`config.mk`:
```
export PLATFORM = sky130hd
export DESIGN_NAME = multi_palette_lut
export DESIGN_NICKNAME = d
export VERILOG_FILES = /design/src/rtl/palette_pkg.sv /design/src/rtl/palette_fade_scaler.sv /design/src/rtl/multi_palette_lut.sv
export SDC_FILE = /design/constraint.sdc
export NUM_CORES = 2
export LEC_CHECK = 0
export ABC_CLOCK_PERIOD_IN_PS = 36900
export CAP_MARGIN = 20
export CORE_AREA = 2 2 301 303
export DETAILED_ROUTE_END_ITERATION = 8
export DIE_AREA = 0 0 303 305
export SKIP_CTS_REPAIR_TIMING = 1
export SLEW_MARGIN = 20
export SYNTH_ARGS = -nofsm -noshare
export SYNTH_HDL_FRONTEND = slang
export SYNTH_HIERARCHICAL = 1
export SYNTH_SLANG_ARGS = --single-unit
export TNS_END_PERCENT = 50
```
`constraint.sdc`:
```
create_clock -name Clk -period 36.9 [get_ports Clk]
set_input_delay 9.225 -clock Clk [delete_from_list [all_inputs] [get_ports Clk]]
set_output_delay 9.225 -clock Clk [all_outputs]
set_load 0.01 [all_outputs]
```
`src/rtl/palette_pkg.sv`:
```
// -----------------------------------------------------------------------------
// palette_pkg
// Shared types and default constants for the multi-bank palette LUT.
//   rgb_t        : packed {r,g,b} colour triple at the default channel width
//   clr_state_t  : bulk-clear engine states (CLR_IDLE, CLR_CLEAR)
//   DEF_*        : default geometry used as parameter defaults by the top
// -----------------------------------------------------------------------------
package palette_pkg;

  localparam int DEF_INDEX_W      = 4;
  localparam int DEF_COLOR_W      = 4;
  localparam int DEF_NUM_PALETTES = 4;

  typedef struct packed {
    logic [DEF_COLOR_W-1:0] r;
    logic [DEF_COLOR_W-1:0] g;
    logic [DEF_COLOR_W-1:0] b;
  } rgb_t;

  typedef enum logic [0:0] {
    CLR_IDLE  = 1'b0,
    CLR_CLEAR = 1'b1
  } clr_state_t;

endpackage

```
`src/rtl/palette_fade_scaler.sv`:
```
// -----------------------------------------------------------------------------
// palette_fade_scaler
// One colour channel brightness reduction: c_out = floor(c_in*(16-fade_level)/16).
// Purely combinational; the caller registers the result.
// Only present when MULTI_PALETTE_FADE_EN is defined (the top uses it only then).
// Ports:
//   c_in        in  COLOR_W  channel value before fade
//   fade_level  in  4        reduction step, 0 = unchanged, 15 = darkest
//   c_out       out COLOR_W  faded channel value
// -----------------------------------------------------------------------------
`ifdef MULTI_PALETTE_FADE_EN
module palette_fade_scaler #(
  parameter int COLOR_W = 4
) (
  input  logic [COLOR_W-1:0] c_in,
  input  logic [3:0]         fade_level,
  output logic [COLOR_W-1:0] c_out
);

  logic [4:0]         scale_s;
  logic [COLOR_W+4:0] prod_s;

  // Multiply by (16 - fade) in a COLOR_W+5 bit product, then drop 4 LSBs.
  always_comb begin
    scale_s = 5'd16 - {1'b0, fade_level};
    prod_s  = {5'b00000, c_in} * {{COLOR_W{1'b0}}, scale_s};
    c_out   = prod_s[COLOR_W+3:4];
  end

endmodule
`endif

```
`src/rtl/multi_palette_lut.sv`:
```
// -----------------------------------------------------------------------------
// multi_palette_lut
// Runtime-writable multi-bank colour palette. (bank, index) -> RGB through a
// two-stage read pipeline, with a transparency flag and a sequenced bulk clear.
// Optional feature macro: MULTI_PALETTE_FADE_EN (adds fade_level and per-channel
// brightness reduction in the output stage).
// Ports:
//   Clk, Reset                      clock, asynchronous active-high reset
//   rd_valid/rd_pal/rd_index        lookup request
//   rd_out_valid/red/green/blue     lookup result, 2 cycles after request
//   transparent                     result index matched TRANSP_INDEX
//   wr_en/wr_pal/wr_index/wr_rgb    single entry write ({r,g,b})
//   clear_req                       start bulk clear of every bank
//   busy                            bulk clear in progress
//   fade_level                      brightness reduction (fade build only)
// -----------------------------------------------------------------------------
module multi_palette_lut
  import palette_pkg::*;
#(
  parameter int INDEX_W      = DEF_INDEX_W,
  parameter int NUM_PALETTES = DEF_NUM_PALETTES,
  parameter int COLOR_W      = DEF_COLOR_W,
  parameter int TRANSP_INDEX = 0,
  localparam int PAL_W       = (NUM_PALETTES > 1) ? $clog2(NUM_PALETTES) : 1
) (
  input  logic                   Clk,
  input  logic                   Reset,
  input  logic                   rd_valid,
  input  logic [PAL_W-1:0]       rd_pal,
  input  logic [INDEX_W-1:0]     rd_index,
  output logic                   rd_out_valid,
  output logic [COLOR_W-1:0]     red,
  output logic [COLOR_W-1:0]     green,
  output logic [COLOR_W-1:0]     blue,
  output logic                   transparent,
  input  logic                   wr_en,
  input  logic [PAL_W-1:0]       wr_pal,
  input  logic [INDEX_W-1:0]     wr_index,
  input  logic [3*COLOR_W-1:0]   wr_rgb,
  input  logic                   clear_req,
`ifdef MULTI_PALETTE_FADE_EN
  input  logic [3:0]             fade_level,
`endif
  output logic                   busy
);

  localparam int ADDR_W  = PAL_W + INDEX_W;
  localparam int ENTRIES = NUM_PALETTES * (2 ** INDEX_W);
  localparam int RGB_W   = 3 * COLOR_W;
  localparam logic [PAL_W:0]     NUM_PAL_L = (PAL_W+1)'(NUM_PALETTES);
  localparam logic [INDEX_W-1:0] TRANSP_L  = INDEX_W'(TRANSP_INDEX);
  localparam logic [ADDR_W-1:0]  LAST_ADDR = ADDR_W'(ENTRIES - 1);

  logic [RGB_W-1:0]   mem_q [ENTRIES];
  logic [RGB_W-1:0]   mem_d [ENTRIES];
  clr_state_t         state_q, state_d;
  logic [ADDR_W-1:0]  clr_cnt_q, clr_cnt_d;
  logic               busy_q, busy_d;

  logic               s1_valid_q, s1_valid_d;
  logic [RGB_W-1:0]   s1_rgb_q, s1_rgb_d;
  logic               s1_transp_q, s1_transp_d;

  logic               out_valid_q, out_valid_d;
  logic [COLOR_W-1:0] red_q, red_d, green_q, green_d, blue_q, blue_d;
  logic               transp_q, transp_d;

  logic [ADDR_W-1:0]  rd_addr_s, wr_addr_s;
  logic               rd_pal_ok_s, wr_ok_s;
  logic [RGB_W-1:0]   faded_rgb_s;

  assign rd_addr_s   = {rd_pal, rd_index};
  assign wr_addr_s   = {wr_pal, wr_index};
  assign rd_pal_ok_s = ({1'b0, rd_pal} < NUM_PAL_L);
  // Host writes lose to the clear engine for its whole duration.
  assign wr_ok_s     = wr_en && !busy_q && ({1'b0, wr_pal} < NUM_PAL_L);

  // Clear engine next state: one entry per cycle, linear over {bank,index}.
  always_comb begin
    state_d   = state_q;
    clr_cnt_d = clr_cnt_q;
    case (state_q)
      CLR_IDLE: begin
        if (clear_req) begin
          state_d   = CLR_CLEAR;
          clr_cnt_d = {ADDR_W{1'b0}};
        end else begin
          state_d   = CLR_IDLE;
        end
      end
      CLR_CLEAR: begin
        if (clr_cnt_q == LAST_ADDR) begin
          state_d   = CLR_IDLE;
          clr_cnt_d = {ADDR_W{1'b0}};
        end else begin
          clr_cnt_d = clr_cnt_q + ADDR_W'(1);
        end
      end
      default: begin
        state_d   = CLR_IDLE;
        clr_cnt_d = {ADDR_W{1'b0}};
      end
    endcase
    busy_d = (state_d == CLR_CLEAR);
  end

  // Array next state: clear engine slot, otherwise the host write.
  always_comb begin
    mem_d = mem_q;
    if (state_q == CLR_CLEAR) begin
      mem_d[clr_cnt_q] = {RGB_W{1'b0}};
    end else if (wr_ok_s) begin
      mem_d[wr_addr_s] = wr_rgb;
    end else begin
      mem_d = mem_q;
    end
  end

  // Stage 1: capture the stored word (read-first) and the transparency compare.
  always_comb begin
    s1_valid_d = rd_valid;
    if (rd_valid) begin
      s1_rgb_d    = rd_pal_ok_s ? mem_q[rd_addr_s] : {RGB_W{1'b0}};
      s1_transp_d = (rd_index == TRANSP_L);
    end else begin
      s1_rgb_d    = s1_rgb_q;
      s1_transp_d = s1_transp_q;
    end
  end

`ifdef MULTI_PALETTE_FADE_EN
  palette_fade_scaler #(.COLOR_W(COLOR_W)) u_fade_r (
    .c_in(s1_rgb_q[3*COLOR_W-1:2*COLOR_W]), .fade_level(fade_level),
    .c_out(faded_rgb_s[3*COLOR_W-1:2*COLOR_W]));
  palette_fade_scaler #(.COLOR_W(COLOR_W)) u_fade_g (
    .c_in(s1_rgb_q[2*COLOR_W-1:COLOR_W]), .fade_level(fade_level),
    .c_out(faded_rgb_s[2*COLOR_W-1:COLOR_W]));
  palette_fade_scaler #(.COLOR_W(COLOR_W)) u_fade_b (
    .c_in(s1_rgb_q[COLOR_W-1:0]), .fade_level(fade_level),
    .c_out(faded_rgb_s[COLOR_W-1:0]));
`else
  assign faded_rgb_s = s1_rgb_q;
`endif

  // Stage 2: output registers; colour/transparent hold when no result arrives.
  always_comb begin
    out_valid_d = s1_valid_q;
    if (s1_valid_q) begin
      red_d    = faded_rgb_s[3*COLOR_W-1:2*COLOR_W];
      green_d  = faded_rgb_s[2*COLOR_W-1:COLOR_W];
      blue_d   = faded_rgb_s[COLOR_W-1:0];
      transp_d = s1_transp_q;
    end else begin
      red_d    = red_q;
      green_d  = green_q;
      blue_d   = blue_q;
      transp_d = transp_q;
    end
  end

  // Palette storage; reset zeroes every entry of every bank.
  always_ff @(posedge Clk or posedge Reset) begin
    if (Reset) begin
      for (int i = 0; i < ENTRIES; i++) begin
        mem_q[i] <= {RGB_W{1'b0}};
      end
    end else begin
      mem_q <= mem_d;
    end
  end

  // Clear engine and read pipeline registers.
  always_ff @(posedge Clk or posedge Reset) begin
    if (Reset) begin
      state_q     <= CLR_IDLE;
      clr_cnt_q   <= {ADDR_W{1'b0}};
      busy_q      <= 1'b0;
      s1_valid_q  <= 1'b0;
      s1_rgb_q    <= {RGB_W{1'b0}};
      s1_transp_q <= 1'b0;
      out_valid_q <= 1'b0;
      red_q       <= {COLOR_W{1'b0}};
      green_q     <= {COLOR_W{1'b0}};
      blue_q      <= {COLOR_W{1'b0}};
      transp_q    <= 1'b0;
    end else begin
      state_q     <= state_d;
      clr_cnt_q   <= clr_cnt_d;
      busy_q      <= busy_d;
      s1_valid_q  <= s1_valid_d;
      s1_rgb_q    <= s1_rgb_d;
      s1_transp_q <= s1_transp_d;
      out_valid_q <= out_valid_d;
      red_q       <= red_d;
      green_q     <= green_d;
      blue_q      <= blue_d;
      transp_q    <= transp_d;
    end
  end

  assign rd_out_valid = out_valid_q;
  assign red          = red_q;
  assign green        = green_q;
  assign blue         = blue_q;
  assign transparent  = transp_q;
  assign busy         = busy_q;

endmodule

```
Word-level counts from Yosys, hierarchy flattened
Index checks and enable logic that the tools add are counted.

word-level totals
  register bits after elaboration = 803
  bits in latches = 0
  memory bits (writable) = 0
  memory bits (read-only) = 0
  bits of input ports = 29
  output and inout port bits = 15
  logic and storage cells = 110
  memories kept = 0

operators by class
  add/sub/neg operators = 1
  multiply operators = 0
  divide/modulo/power cells = 0
  magnitude comparators = 5
  equality and inequality tests = 2
  shifts and indexed selects = 0
  multiplexer cells = 16
  bitwise operators = 6
  reductions and logical operators = 6

operator list
  cell                   count
  $mux W768              2
  $and A768 B768 Y768    1
  $bwmux W768            1
  $not A768 Y768         1
  $demux W12 S6          2
  $bmux W12 S6           1
  $mux W12               4
  $ge A7 B7 Y1 const B   3
  $not A6 Y7             3
  $lt A7 B1 Y1 const B   2
  $mux W6                2
  $pmux W6 S2            1
  $add A6 B1 Y6 const B  1
  $eq A6 B6 Y1 const B   1
  $logic_not A4 Y1       1
  $logic_and A1 B1 Y1    3
  $mux W1                2
  $ne A2 B2 Y1 const B   1
  $pmux W1 S2            1
  $reduce_bool A2 Y1     1
  $logic_not A1 Y1       1
  $not A1 Y1             1

Logic depth before layout (Yosys ltp)
  depth in word-level cells = 8
  gate-level depth with buffers = 9

Worst setup path after synthesis
Ideal clock, no wire load.

  path type = input to register
  from = in rd_index[0]
  to = reg s1_rgb_q[11] (netlist: faded_rgb_s[11])
  setup time = 0.124 ns
  arrival time = 10.654 ns
  data required time = 36.776 ns
  slack = 26.122 ns
  cell stages on the path = 7
  path buffers = 3
  cells stage by stage = buf_6 > buf_8 > buf_6 > mux4_1 > mux2_2 > o21ai_0 > a2bb2oi_1

between the ends
  word-level cells in the longest chain between the ends = 4

RTL lines
  item                                          RTL line                  text
  from (decl)                                   multi_palette_lut.sv:30   input logic [INDEX_W-1:0] rd_index,
  $not A6 Y7 (not written as such)              multi_palette_lut.sv:123  s1_rgb_d = rd_pal_ok_s ? mem_q[rd_addr_s] : {RGB_W{1'b0}};
  $bmux W12 S6                                  multi_palette_lut.sv:123
  $mux W12 (not written as such) (2 in series)  multi_palette_lut.sv:123
  to (signal assigned)                          multi_palette_lut.sv:179  s1_rgb_q <= {RGB_W{1'b0}};
  to (signal assigned)                          multi_palette_lut.sv:191  s1_rgb_q <= s1_rgb_d;
  to (decl)                                     multi_palette_lut.sv:61   logic [RGB_W-1:0] s1_rgb_q, s1_rgb_d;

Every way passes these cells. The select of a mux whose other input is x is not followed.
A chain may end at the register's enable or synchronous reset.

Final worst setup path
  from = in rd_index[0]
  to = reg s1_rgb_q[2] (netlist: faded_rgb_s[2])

Same word-level chain as after synthesis.

==> flow_summary.ini <==
[route]
drc = 3
drtPass1Iterations = 7
vias = 24600
drt_iter0_markers = 2617
wl_mm = 110
wire_per_inst_um = 29.7
viasPerCell = 6.63
ant_nets = 0

[placed_design]
post-dp-hpwl_mm = 66.9
gp_congestion = 0.913
portBuffers = 43
place_inst = 3549

[sta]
fin_setup_tns_ns = 0
slew_headroom_pct = 16.5
fin_skew_ns = 0.0257
post-route-min-period_ns = 12.59
hold_viol = 0
finalCritPeriodShare_pct = 34.1
finalMaxSlewViolations = 0
setup_viol_count_final = 0
worst_slew_pin_slew_ns = 1.24
grt_setup_unrepaired = false
fmax_mhz = 79.4

[grt]
grt_pass1_vias = 25100
antenna_found_initial = 1
grt_max_degree = 189
grt_usage_pct = 24.0
grt_pass1_wl_mm = 169
grt-ovfl-total = 0

[setup_path]
setup.worst_path.class = input port to register
cp_max_fo = 51
critPathLaunchType = input port
path_common_cell = buf_4
cp.required_ns = 37.42
slowest_delay_ns = 0.87
slowest_stage = buf_4
critPathBufInv = 4
worst-endpoint-arrival_ns = 13.11
path_delay_family = buffers and inverters
worstSetupEndpointType = register
crit_chain = clkbuf_8 > buf_4 > buf_4 > nor2b_1 > buf_4 > a22oi_1 > nand2_1 > nand4_1 > o22a_1

[clocking]
cts_sinks = 803
root_buffer = clkbuf_16
cts_buffer_depth = 3
clk_pin_slew_ns = 0.06
cts_buffers = 87
htreeDepth = 3
cts_tree = done
clk_latency_ns = 0.65

[yosys]
syn-num-nets = 2619
synth_top_family_by_area = compound AO/OA/AOI/OAI gates
synth_ff_type = dfrtp_1
synthSimpleGateAreaFrac_pct = 2.73
avgSynthCellArea_sq_um = 13.7
synth_edf_count = 0
ys_async_sr_fraction_pct = 100
synth_seq_cells = 803
netlist_area_sq_mm = 0.0355
yosys.area_share.adder_pct = 0.0352
ys_warn_count = 6
synth_compound_area_share_pct = 22.8
synthMuxAreaShare_pct = 13.6
synth.distinct_cells = 50
synth-seq-area-share_pct = 56.6
syn_inst = 2589
synth-xor-area-share_pct = 0.0493

[die]
core_area_sq_mm = 0.0893
fp.dieH_um = 305
die_area_sq_mm = 0.0924
fp-row-count = 110
ios = 44
fp.dieW_um = 303
start_util_pct = 39.7

[power_and_ir_drop]
pwr_density_cell_mw_per_mm2 = 53.3
p_leak_nw = 18.2
worst_ir_drop_vdd_mv = 0.0438

[cells_and_area]
final_util_pct = 44.3
drive_gt1_share_pct = 16.4
final_cell_count_no_fill = 3714
nNetsFinal = 2501
syn_to_final_growth_pct = 11.5
fill_cells = 7907
multi_input_area_sq_mm = 0.0142
regArea_sq_mm = 0.0201
antenna-diode-count = 0

[run_status]
outcome = complete, but fails checks
violations = DRC

[flow_run]
drv_cap = 0

[hold_path]
hp-class = register to register
area by class of cell:
type / count / share of cell area, %
sequential: 803 / 50.8
clock inverter: 29 / 1.03
timing repair buffer: 100 / 2.20
inverter: 6 / 0.0759
tap: 1176 / 3.72
clock buffer: 127 / 6.39
multi-input combinational: 1473 / 35.8
metal layers:
metal / track usage (%) / part of all wire [%] / vias up / wire length (um)
li1: - / - / 9937 / -
met1: 34.2 / 42 / 13200 / 46500
met2: 35.5 / 45 / 1218 / 50200
met3: 6.27 / 9.0 / 221 / 9890
met4: 8.48 / 3.6 / 2 / 3930
met5: 0 / 0.0091 / - / 10
per-stage QoR:
stage	cell area (sq um)	hold slack, ns	setup slack (ns)	power, mW
floorplan	35500	0.433	5.12	1.13
global placement	36200	0.474	23.74	1.20
detailed placement	36400	0.476	23.63	1.22
CTS	39300	0.493	24.31	2.11
global route	39600	0.496	23.95	2.18
finish	39600	0.488	24.31	2.11
state kept, by name, summed over array words and instances, names as in the netlist:
signal,cells
rd_out_valid,1
transparent,1
mem_q,768
out_valid_d,1
red,4
green,4
clr_cnt_q,6
busy,1
blue,4
faded_rgb_s,12
s1_transp_q,1
cells by family after synthesis:
family,count (synthesis)
AOI/OAI and AO/OA,977
DFF,803
buffers and inverters,313
muxes,290
and+or+nand+nor,203
xor gates and xnor gates,2
adders and majority gates,1
cell usage in the layout (no fill, tap or decap), types with 16 or more instances in the layout:
cell,n
a211oi_1,22
a21oi_1,34
a21oi_2,44
a22o_1,769
a22oi_1,47
buf_4,48
clkbuf_1,22
clkbuf_16,89
clkbuf_8,17
clkdlybuf4s50_1,28
dfrtp_1,803
mux2i_1,132
mux4_1,28
mux4_2,116
nand2_1,52
nand3_1,16
nor2_1,56
nor2_2,20
worst register-to-register path, cell delays in order, from the launching register on:
cell and delay, ns:
dfrtp_1 0.56, nor3b_2 0.49, nand3b_1 0.86, nor2_1 1.17, a21oi_1 0.50, a22o_1 0.33
report_power, final:
| part | internal [mW] | total (mW) | leakage (nW) | switching, mW |
|---|---|---|---|---|
| Combinational | 0.0893 | 0.238 | 5.69 | 0.149 |
| Clock | 0.533 | 0.899 | 1.45 | 0.367 |
| Sequential | 0.933 | 0.971 | 11.1 | 0.0379 |
path summary, 6_finish.rpt:
check	depth (start not counted)	slack, ns	endpoint	from
max	9	24.31	faded_rgb_s[2]	rd_index[0]
min	1	0.49	mem_q[749]	mem_q[749]
max reg2reg	5	32.87	mem_q[272]	busy
min reg2reg	1	0.49	mem_q[749]	mem_q[749]
max in group asynchronous	5	25.42	mem_q[580]	Reset
min in group asynchronous	2	9.13	mem_q[83]	Reset
cells in the mapped netlist, drive strengths merged, types with 9 or more instances:
library cell,number,area [sq um]
nand3,17,90.1
o22ai,15,93.8
a21oi,78,390
a211oi,22,165
a221oi,12,105
o211ai,11,82.6
dfrtp,803,20100
nor2b,14,87.6
nand3b,9,75.1
buf,178,965
a22o,769,6740
mux2,14,158
nand4,11,68.8
mux2i,132,1320
mux4,144,3350
o22a,11,96.3
nand2,52,195
a22oi,47,353
clkbuf,128,484
nor2,77,292
Note: power is estimated with default switching activity, not from simulation.
